===== config.mk =====
export PLATFORM = sky130hd
export DESIGN_NAME = unit_l_arbiter_flat
export DESIGN_NICKNAME = d
export VERILOG_FILES = /design/src/rtl/unit_l_arbiter_pkg.sv /design/src/rtl/unit_l_arbiter_if.sv /design/src/rtl/unit_l_arbiter_unit_l.sv /design/src/rtl/unit_l_arbiter.sv /design/src/flat_wrapper.sv
export SDC_FILE = /design/constraint.sdc
export NUM_CORES = 1
export LEC_CHECK = 0
export BUFFER_PORTS_ARGS = -buffer_cell sky130_fd_sc_hd__buf_2
export CAP_MARGIN = 25
export CORE_MARGIN = 5
export CORE_UTILIZATION = 52
export DETAILED_ROUTE_END_ITERATION = 12
export PLACE_DENSITY_LB_ADDON = 0.3
export SETUP_SLACK_MARGIN = 0.5
export SYNTH_ARGS = -nofsm -noshare
export SYNTH_HDL_FRONTEND = slang
export SYNTH_SLANG_ARGS = --single-unit

===== constraint.sdc =====
create_clock -name clk -period 2.6 [get_ports clk]
set_clock_uncertainty 0.15 [all_clocks]
set_input_delay 0.52 -clock clk [delete_from_list [all_inputs] [get_ports clk]]
set_output_delay 0.52 -clock clk [all_outputs]
set_load 0.01 [all_outputs]

===== src/rtl/unit_l_arbiter_pkg.sv =====
// Shared function codes, FSM state encoding and the unit_L evaluation helper.
// Combinational helper only; no latency or flow control lives here.
package unit_l_arbiter_pkg;

    localparam logic [1:0] F_ILL = 2'b00;
    localparam logic [1:0] F_AND = 2'b01;
    localparam logic [1:0] F_OR  = 2'b10;
    localparam logic [1:0] F_XOR = 2'b11;

    typedef enum logic [1:0] {
        S_IDLE = 2'd0,
        S_EXEC = 2'd1,
        S_RESP = 2'd2
    } state_e;

    function automatic logic [31:0] unit_l_eval(input logic [31:0] a,
                                                input logic [31:0] b,
                                                input logic [1:0]  f);
        logic [31:0] y;
        case (f)
            F_AND:   y = a & b;
            F_OR:    y = a | b;
            F_XOR:   y = a ^ b;
            default: y = '0;
        endcase
        return y;
    endfunction

endpackage


===== src/rtl/unit_l_arbiter_if.sv =====
// Request/response bundle between the two requesters, the arbiter and the consumer.
// Request side is valid/ready per requester; response side is a single valid/ready channel.
interface unit_l_arbiter_if;
    logic [1:0]  req_valid;
    logic [1:0]  req_ready;
    logic [31:0] req0_a;
    logic [31:0] req0_b;
    logic [1:0]  req0_f;
    logic [31:0] req1_a;
    logic [31:0] req1_b;
    logic [1:0]  req1_f;
    logic        rsp_valid;
    logic        rsp_ready;
    logic        rsp_id;
    logic [31:0] rsp_data;
    logic        rsp_err;
    logic        busy;

    modport slave (
        input  req_valid, req0_a, req0_b, req0_f, req1_a, req1_b, req1_f, rsp_ready,
        output req_ready, rsp_valid, rsp_id, rsp_data, rsp_err, busy
    );

    modport master (
        output req_valid, req0_a, req0_b, req0_f, req1_a, req1_b, req1_f, rsp_ready,
        input  req_ready, rsp_valid, rsp_id, rsp_data, rsp_err, busy
    );
endinterface


===== src/rtl/unit_l_arbiter_unit_l.sv =====
// Shared 32-bit AND/OR/XOR logic unit, purely combinational (multi-cycle path by design).
// Inputs come straight from the arbiter's operand registers; no flow control.
module unit_l_arbiter_unit_l
    import unit_l_arbiter_pkg::*;
(
    input  logic [31:0] a_i,
    input  logic [31:0] b_i,
    input  logic [1:0]  f_i,
    output logic [31:0] y_o
);
    assign y_o = unit_l_eval(a_i, b_i, f_i);
endmodule


===== src/rtl/unit_l_arbiter.sv =====
// Round-robin arbiter sharing one unit_L between two requesters.
// Response LAT edges after accept (error: on the accept edge); holds RESP while rsp_ready=0.
module unit_l_arbiter
    import unit_l_arbiter_pkg::*;
#(
    parameter int LAT = 1
) (
    input  logic               clk,
    input  logic               rst_n,
    unit_l_arbiter_if.slave    bus
);
    localparam int CW = (LAT > 1) ? $clog2(LAT) : 1;
    localparam logic [CW-1:0] CNT_INIT = CW'(LAT - 1);

    state_e          state_q, state_d;
    logic            rr_ptr_q, rr_ptr_d;
    logic [CW-1:0]   cnt_q, cnt_d;
    logic [31:0]     op_a_q, op_a_d, op_b_q, op_b_d;
    logic [1:0]      op_f_q, op_f_d;
    logic            op_id_q, op_id_d;
    logic            rsp_valid_q, rsp_valid_d;
    logic [31:0]     rsp_data_q, rsp_data_d;
    logic            rsp_id_q, rsp_id_d;
    logic            rsp_err_q, rsp_err_d;

    logic [1:0]      grant;
    logic            acc_vld;
    logic            acc_id;
    logic [31:0]     acc_a, acc_b;
    logic [1:0]      acc_f;
    logic [31:0]     unit_y;

    // Grant is gated by rst_n so req_ready reads 00 the moment reset asserts.
    always_comb begin
        grant = 2'b00;
        if (rst_n && state_q == S_IDLE) begin
            case (bus.req_valid)
                2'b01:   grant = 2'b01;
                2'b10:   grant = 2'b10;
                2'b11:   grant = rr_ptr_q ? 2'b10 : 2'b01;
                default: grant = 2'b00;
            endcase
        end
    end

    assign acc_vld = |(bus.req_valid & grant);
    assign acc_id  = grant[1];
    assign acc_a   = acc_id ? bus.req1_a : bus.req0_a;
    assign acc_b   = acc_id ? bus.req1_b : bus.req0_b;
    assign acc_f   = acc_id ? bus.req1_f : bus.req0_f;

    unit_l_arbiter_unit_l u_unit_l (
        .a_i (op_a_q),
        .b_i (op_b_q),
        .f_i (op_f_q),
        .y_o (unit_y)
    );

    always_comb begin
        state_d     = state_q;
        rr_ptr_d    = rr_ptr_q;
        cnt_d       = cnt_q;
        op_a_d      = op_a_q;
        op_b_d      = op_b_q;
        op_f_d      = op_f_q;
        op_id_d     = op_id_q;
        rsp_valid_d = rsp_valid_q;
        rsp_data_d  = rsp_data_q;
        rsp_id_d    = rsp_id_q;
        rsp_err_d   = rsp_err_q;
        case (state_q)
            S_IDLE: begin
                if (acc_vld) begin
                    op_a_d   = acc_a;
                    op_b_d   = acc_b;
                    op_f_d   = acc_f;
                    op_id_d  = acc_id;
                    rr_ptr_d = ~acc_id;
                    if (acc_f == F_ILL) begin
                        // Illegal op never touches unit_L and answers immediately.
                        state_d     = S_RESP;
                        rsp_valid_d = 1'b1;
                        rsp_err_d   = 1'b1;
                        rsp_data_d  = '0;
                        rsp_id_d    = acc_id;
                    end else begin
                        state_d = S_EXEC;
                        cnt_d   = CNT_INIT;
                    end
                end
            end
            S_EXEC: begin
                if (cnt_q != '0) begin
                    cnt_d = cnt_q - CW'(1);
                end else begin
                    state_d     = S_RESP;
                    rsp_valid_d = 1'b1;
                    rsp_err_d   = 1'b0;
                    rsp_data_d  = unit_y;
                    rsp_id_d    = op_id_q;
                end
            end
            S_RESP: begin
                if (bus.rsp_ready) begin
                    state_d     = S_IDLE;
                    rsp_valid_d = 1'b0;
                end
            end
            default: state_d = S_IDLE;
        endcase
    end

    always_ff @(posedge clk or negedge rst_n) begin
        if (!rst_n) begin
            state_q     <= S_IDLE;
            rr_ptr_q    <= 1'b0;
            cnt_q       <= '0;
            op_a_q      <= '0;
            op_b_q      <= '0;
            op_f_q      <= F_ILL;
            op_id_q     <= 1'b0;
            rsp_valid_q <= 1'b0;
            rsp_data_q  <= '0;
            rsp_id_q    <= 1'b0;
            rsp_err_q   <= 1'b0;
        end else begin
            state_q     <= state_d;
            rr_ptr_q    <= rr_ptr_d;
            cnt_q       <= cnt_d;
            op_a_q      <= op_a_d;
            op_b_q      <= op_b_d;
            op_f_q      <= op_f_d;
            op_id_q     <= op_id_d;
            rsp_valid_q <= rsp_valid_d;
            rsp_data_q  <= rsp_data_d;
            rsp_id_q    <= rsp_id_d;
            rsp_err_q   <= rsp_err_d;
        end
    end

    assign bus.req_ready = grant;
    assign bus.busy      = (state_q != S_IDLE);
    assign bus.rsp_valid = rsp_valid_q;
    assign bus.rsp_data  = rsp_data_q;
    assign bus.rsp_id    = rsp_id_q;
    assign bus.rsp_err   = rsp_err_q;

endmodule

===== src/flat_wrapper.sv =====
// flat-port wrapper written by rule: the top's interface ports become plain ports
module unit_l_arbiter_flat import unit_l_arbiter_pkg::*;
#(
    parameter int LAT = 1
)
  (clk, rst_n, bus_req_valid, bus_req0_a, bus_req0_b, bus_req0_f, bus_req1_a, bus_req1_b, bus_req1_f, bus_rsp_ready, bus_req_ready, bus_rsp_valid, bus_rsp_id, bus_rsp_data, bus_rsp_err, bus_busy);
  unit_l_arbiter_if bus_i ();
  input  logic clk;
  input  logic rst_n;
  input wire logic [$bits(bus_i.req_valid)-1:0] bus_req_valid;
  input wire logic [$bits(bus_i.req0_a)-1:0] bus_req0_a;
  input wire logic [$bits(bus_i.req0_b)-1:0] bus_req0_b;
  input wire logic [$bits(bus_i.req0_f)-1:0] bus_req0_f;
  input wire logic [$bits(bus_i.req1_a)-1:0] bus_req1_a;
  input wire logic [$bits(bus_i.req1_b)-1:0] bus_req1_b;
  input wire logic [$bits(bus_i.req1_f)-1:0] bus_req1_f;
  input wire logic [$bits(bus_i.rsp_ready)-1:0] bus_rsp_ready;
  output wire logic [$bits(bus_i.req_ready)-1:0] bus_req_ready;
  output wire logic [$bits(bus_i.rsp_valid)-1:0] bus_rsp_valid;
  output wire logic [$bits(bus_i.rsp_id)-1:0] bus_rsp_id;
  output wire logic [$bits(bus_i.rsp_data)-1:0] bus_rsp_data;
  output wire logic [$bits(bus_i.rsp_err)-1:0] bus_rsp_err;
  output wire logic [$bits(bus_i.busy)-1:0] bus_busy;
  assign bus_i.req_valid = bus_req_valid;
  assign bus_i.req0_a = bus_req0_a;
  assign bus_i.req0_b = bus_req0_b;
  assign bus_i.req0_f = bus_req0_f;
  assign bus_i.req1_a = bus_req1_a;
  assign bus_i.req1_b = bus_req1_b;
  assign bus_i.req1_f = bus_req1_f;
  assign bus_i.rsp_ready = bus_rsp_ready;
  assign bus_req_ready = bus_i.req_ready;
  assign bus_rsp_valid = bus_i.rsp_valid;
  assign bus_rsp_id = bus_i.rsp_id;
  assign bus_rsp_data = bus_i.rsp_data;
  assign bus_rsp_err = bus_i.rsp_err;
  assign bus_busy = bus_i.busy;
  unit_l_arbiter #(.LAT(LAT)) u_core (.clk(clk), .rst_n(rst_n), .bus(bus_i));
endmodule

# Word level (Yosys, flattened, before mapping)
# Cells that the tools add are included.
# totals
latchBits	0
n_memories	0
output_inout_bits	38
ff_bits	106
in_bits	137
rom_bits	0
elab_cells	73
ram_bits	0
# classes
n_addsub	1
n_reduce_logical	12
n_div	0
magnitude_cmp	0
eq_ne	13
multipliers	0
shifts	0
n_bitwise	5
mux	31
# ops
operator	n
two-way mux 32 bit	5
one-hot mux 32 bit (3 select lines)	1
one-hot mux 32 bit (2 select lines)	1
AND 32 bit	1
OR 32 bit	1
XOR 32 bit	1
two-way mux 2 bit	7
one-hot mux 2 bit (3 select lines)	2
two-way mux 1 bit	11
== test 2 bit, second input constant	5
inequality test 2 bit, second input constant	4
== test 2 x 1 -> 1 bit, second input constant	3
one-hot mux 1 bit (2 select lines)	3
AND reduction 3 bit	2
AND reduction 5 bit	1
zero test 2 bit	2
AND reduction 4 bit	1
nonzero test 2 bit	2
one-hot mux 1 bit (3 select lines)	1
nonzero test 3 bit	1
AND 2 bit	1
inequality test 2 x 1 -> 1 bit, second input constant	1
AND reduction 2 bit	1
OR reduction 2 bit	1
3 further kinds	3

# Longest topological paths before layout
# depth
ltp_word	8
depth_mapped	6
mapped_depth_nobuf	6

# By module
# From an unflattened synthesis, not the netlist that was laid out.
# unflattened
hier_cells	641
hier_area_um2	6273.5
# modules_own_cells
module	cells_each	n_inst	area_per_inst_um2	seq_area_each_um2
unit_l_arbiter	402	1	4369.2	2627.5
unit_l_arbiter_unit_l	239	1	1904.3	0.0

# Worst setup path before layout
# No wires, ideal clock.
# synth_path
kind	input to output
startpoint	input rst_n
endpoint	output bus_req_ready[0]
required_ns	1.930
n_path_buf	1
slack_ns	0.500
arrival_time_ns	1.430
cell_stages	3
path_cell_list	or3b_1 > a211oi_2 > buf_2
# synth_via
elab_chain_len	2
# synth_lines
item	line	source
start, declared	flat_wrapper.sv:9	input logic rst_n;
logical AND 1 bit	unit_l_arbiter.sv:36	if (rst_n && state_q == S_IDLE) begin
two-way mux 2 bit	unit_l_arbiter.sv:36	
end, declared	flat_wrapper.sv:18	output wire logic [$bits(bus_i.req_ready)-1:0] bus_req_ready;
# Every way passes these cells.

# Worst setup path in the final report
# layout_path
startpoint	register u_core.state_q[1]
endpoint	output bus_req_ready[1]
# layout_via
elab_chain_len	3
# layout_lines
item	line	source
start, declared	unit_l_arbiter.sv:15	state_e state_q, state_d;
start signal, assigned	unit_l_arbiter.sv:127	state_q <= state_d;
zero test 2 bit	unit_l_arbiter.sv:36	
logical AND 1 bit	unit_l_arbiter.sv:36	
two-way mux 2 bit	unit_l_arbiter.sv:36	
# Every way passes these cells.

==> summary by stage <==
Route
The routed layout has 4958 vias. The detail-routed net length per standard cell is between 15 and 20 um. The count of nets left with antenna violations once routing finished came out at 0. After detailed routing, the number of vias per cell comes to 5.61. In this run, the number of DRC markers left after iteration 0 of detailed routing was 234. The number of optimization iterations in the first detailed-route pass is 4. For this run, design rule violations remaining after detail routing come to 0. The total wirelength of the detailed-routed design is roughly 16000 um.

GRT
Entering global routing, the biggest net connects 63 pins. The number of antenna violations at the first check in global routing is 0. The via count of the first global-routing pass is 5199. The overall routing resource usage is between 20% and 30%. After global routing the overflow that remains totals 0. The global-route wire length before repair is between 20000 and 30000 um.

Floorplan
The full die area is about 13000 sq um. The cell row count is 38. The die is 116 um tall.

Pin placement for this block handled 175 I/O pins. The placeable core area is approximately 11000 sq um. The die outline width is 116 um. For this configuration, the core starts out at a cell density of 53.2%.

Final layout
The count of inserted antenna diode cells is 0. The area growth from synthesis to layout is 24.0%. The leading cell type in the layout, fill and taps excluded is buf_2. In the layout the commonest cells are buf_2 (172), dfrtp_1 (103), o21ai_0 (79). The number of non-filler instances in the completed layout is 884. In the final design database the tool counted 940 nets. The proportion of layout cells with a drive suffix above 1 is 34.1%. Fill cells in the final layout number 882.

STA
In this run the tightest slew margin relative to its limit is 47.6%. Summed over all failing endpoints, the final setup total negative slack is 0 ns. The worst path in the final design needs a cycle of 2.26 ns, including I/O delays and setup.

Across all hold checks on the routed design, the worst slack comes to 0.0919 ns. The worst path meets setup with 0.343 ns of slack. The final-report setup violation count is 0. Setup repair after global routing could not meet its margin everywhere.

Static timing analysis puts the maximum clock frequency at between 400 and 500 MHz. The number of hold violations in the final report came to 0. The slew of the pin with the lowest slew margin is 0.785 ns. The share of the cycle needed by the critical path after routing is just under 90%. The number of pins exceeding their max-slew limit in the final report is 0.

Yosys
The number of cells produced by synthesis is 568. The count of cell types in the netlist is 26. The most instantiated flip-flop cell in the synthesis netlist is dfrtp_1. The post-synthesis instance area is 5790 sq um. In this run, synthesis inferred 0 flip-flops with an integrated enable.

The number of warning messages in the yosys log is 0. The mean instance size in the synthesized netlist is 10.2 sq um. The biggest area contributor in the post-synthesis netlist is dfrtp_1. The share of async-settable or async-resettable flops after synthesis is 100%.

Counting flops and latches in the post-synthesis netlist gives 105. The area share of the leading cell type in the synthesized netlist is 45.4%. In the post-synthesis netlist, the biggest area contributors are dfrtp_1 (45%), ha_1 (14%), a22oi_1 (8.4%), o21ai_0 (6.8%), mux2_2 (6.2%).

The sequential element share of the synthesized area is 45.4%. The net count after synthesis is about 770.

Place
The count of buffers added on input and output ports is 174. The number of placed instances, taps included, is 859. The detailed-placement wirelength estimate is 10900 um. At the end of routability-driven placement, the weighted congestion stood at roughly 0.84. The worst slack at placement is 0.283 ns.

Clocking
The longest clock path from root to sink contains 2 buffers. The number of buffers inserted by hold repair at cts is 0. Clock latency on the worst-skew pair, taken at its later pin, is between 0.3 and 0.4 ns. The CTS tree is built.

The clock drives around 110 sinks. The cell chosen for the clock root is clkbuf_8. The CTS clock-pin slew for the worst setup and hold paths is 0.10 ns.

The number of CTS-inserted buffers is 9. The clock tree synthesis step divided the H-tree into 3 levels.

Power
Dividing total power by cell area gives a power density of 1090 nW/um^2. The total leakage power is 0.00366 uW. The share of total power dissipated in the clock network is 12.0%. In this run switching power makes up between 40% and 50% of total power. The relative contribution of combinational cells to total power is 50.1%.

The internal portion of the total power is 4670 uW. The part of the power in registers is between 30% and 40%. Power comes to 7840 uW. The worst-case IR drop observed on VDD is 541 uV. In this run the power spent charging and discharging nets is 3170 uW.

Worst setup path
Along the worst path, the maximum fanout reaches 3. The critical path capture point type is an output port. The data required time of the worst path is 1.93 ns. The kind of critical path is reg -> out.

The nature of the critical path startpoint is a flop. Data on the critical path arrives at its endpoint at 1.59 ns.

Job
The max-capacitance violation count is 0.

Hold path
The worst hold path belongs to the class in -> async.

Status
The run finished with clean final reports.
kinds of logic (layout without fill, tap and decap cells):
kind of cell / after synthesis / count (layout) / share of synthesized area (%)
multiplexers: 34 / 34 / 6.57
flip-flops: 105 / 105 / 45.4
AO/OA/AOI/OAI: 203 / 203 / 22.9
buffers and inverters: 105 / 281 / 7.11
AND/OR/NAND/NOR: 57 / 57 / 4.26
adder cells (fa/ha/maj): 64 / 64 / 13.8
critical path: stages (launching register included):
cell     delay, ns
dfrtp_2       0.44
or2_4         0.28
nor3_4        0.24
buf_12        0.14
buf_2         0.12
timing repair:
| action | CTS | global route |
|---|---|---|
| gates cloned | 2 | 0 |
| gates resized for setup | 8 | 5 |
| pin swaps | 3 | 1 |
| setup buffers | 7 | 0 |
| endpoints found under the setup margin | 65 | 62 |
cell type report:
class	count	area, sq um	share of cell area [%]
Multi-Input combinational cell	358	2790	38.9
Sequential cell	105	2630	36.6
Timing Repair Buffer	199	1160	16.2
Inverter	66	248	3.45
Tap cell	140	175	2.44
Clock buffer	12	145	2.02
Clock inverter	4	30.0	0.418
power groups by stage:
stage                     Clock, uW  Sequential, uW  Combinational, uW
after CTS                       954            2970               3930
after global routing           1030            3050               4460
after detailed placement          0            2990               3770
after global placement            0            2950               3530
after floorplan                   0            2950               2510
final                           943            2970               3930
path summary, 6_finish.rpt:
check,slack (ns),startpoint,cells past startpoint,end
max,0.34,u_core.state_q[1]$_DFFE_PN0P_,4,bus_req_ready[1]
min,0.09,rst_n,2,u_core.bus.rsp_data[18]$_DFFE_PN0P_
max reg2reg,0.55,u_core.state_q[1]$_DFFE_PN0P_,7,u_core.bus.rsp_data[6]$_DFFE_PN0P_
min reg2reg,0.36,u_core.bus.rsp_data[27]$_DFFE_PN0P_,1,u_core.bus.rsp_data[27]$_DFFE_PN0P_
max in group asynchronous,1.57,rst_n,2,u_core.state_q[1]$_DFFE_PN0P_
min in group clk,0.22,bus_req0_b[24],3,u_core.op_b_q[24]$_DFFE_PN0P_
Yosys cell counts (all sizes together), types with 2 or more instances:
cell	n
nand2b	2
a22oi	65
nor2b	3
o21ai	97
buf	12
mux2	32
ha	64
a22o	32
dfrtp	105
nor2	13
clkbuf	27
a21oi	4
nand2	36
mux2i	2
a21boi	2
inv	66
sequential cells by signal, summed over array words and instances, names as in the netlist:
name and count:
u_core.bus.rsp_data 32, u_core.op_a_q 32, u_core.op_b_q 32, u_core.op_f_q 2, u_core.state_q 2, u_core.bus.rsp_err 1, u_core.bus.rsp_id 1, u_core.bus.rsp_valid 1
u_core.op_id_q 1, u_core.rr_ptr_q 1
layer usage:
layer,routed length [um],global-route usage (%)
met1,6450,29.9
met2,8060,42.0
met3,974,3.45
met4,372,9.15
met5,0,0
metrics by stage:
stage / utilization [%] / instance area, sq um
floorplan: - / 5800
global placement: 62.9 / 6850
detailed placement: 62.9 / 6850
CTS: 65.8 / 7160
global route: 66.0 / 7180
finish: 66.0 / 7180
Note: power is estimated with default switching activity, not from simulation.
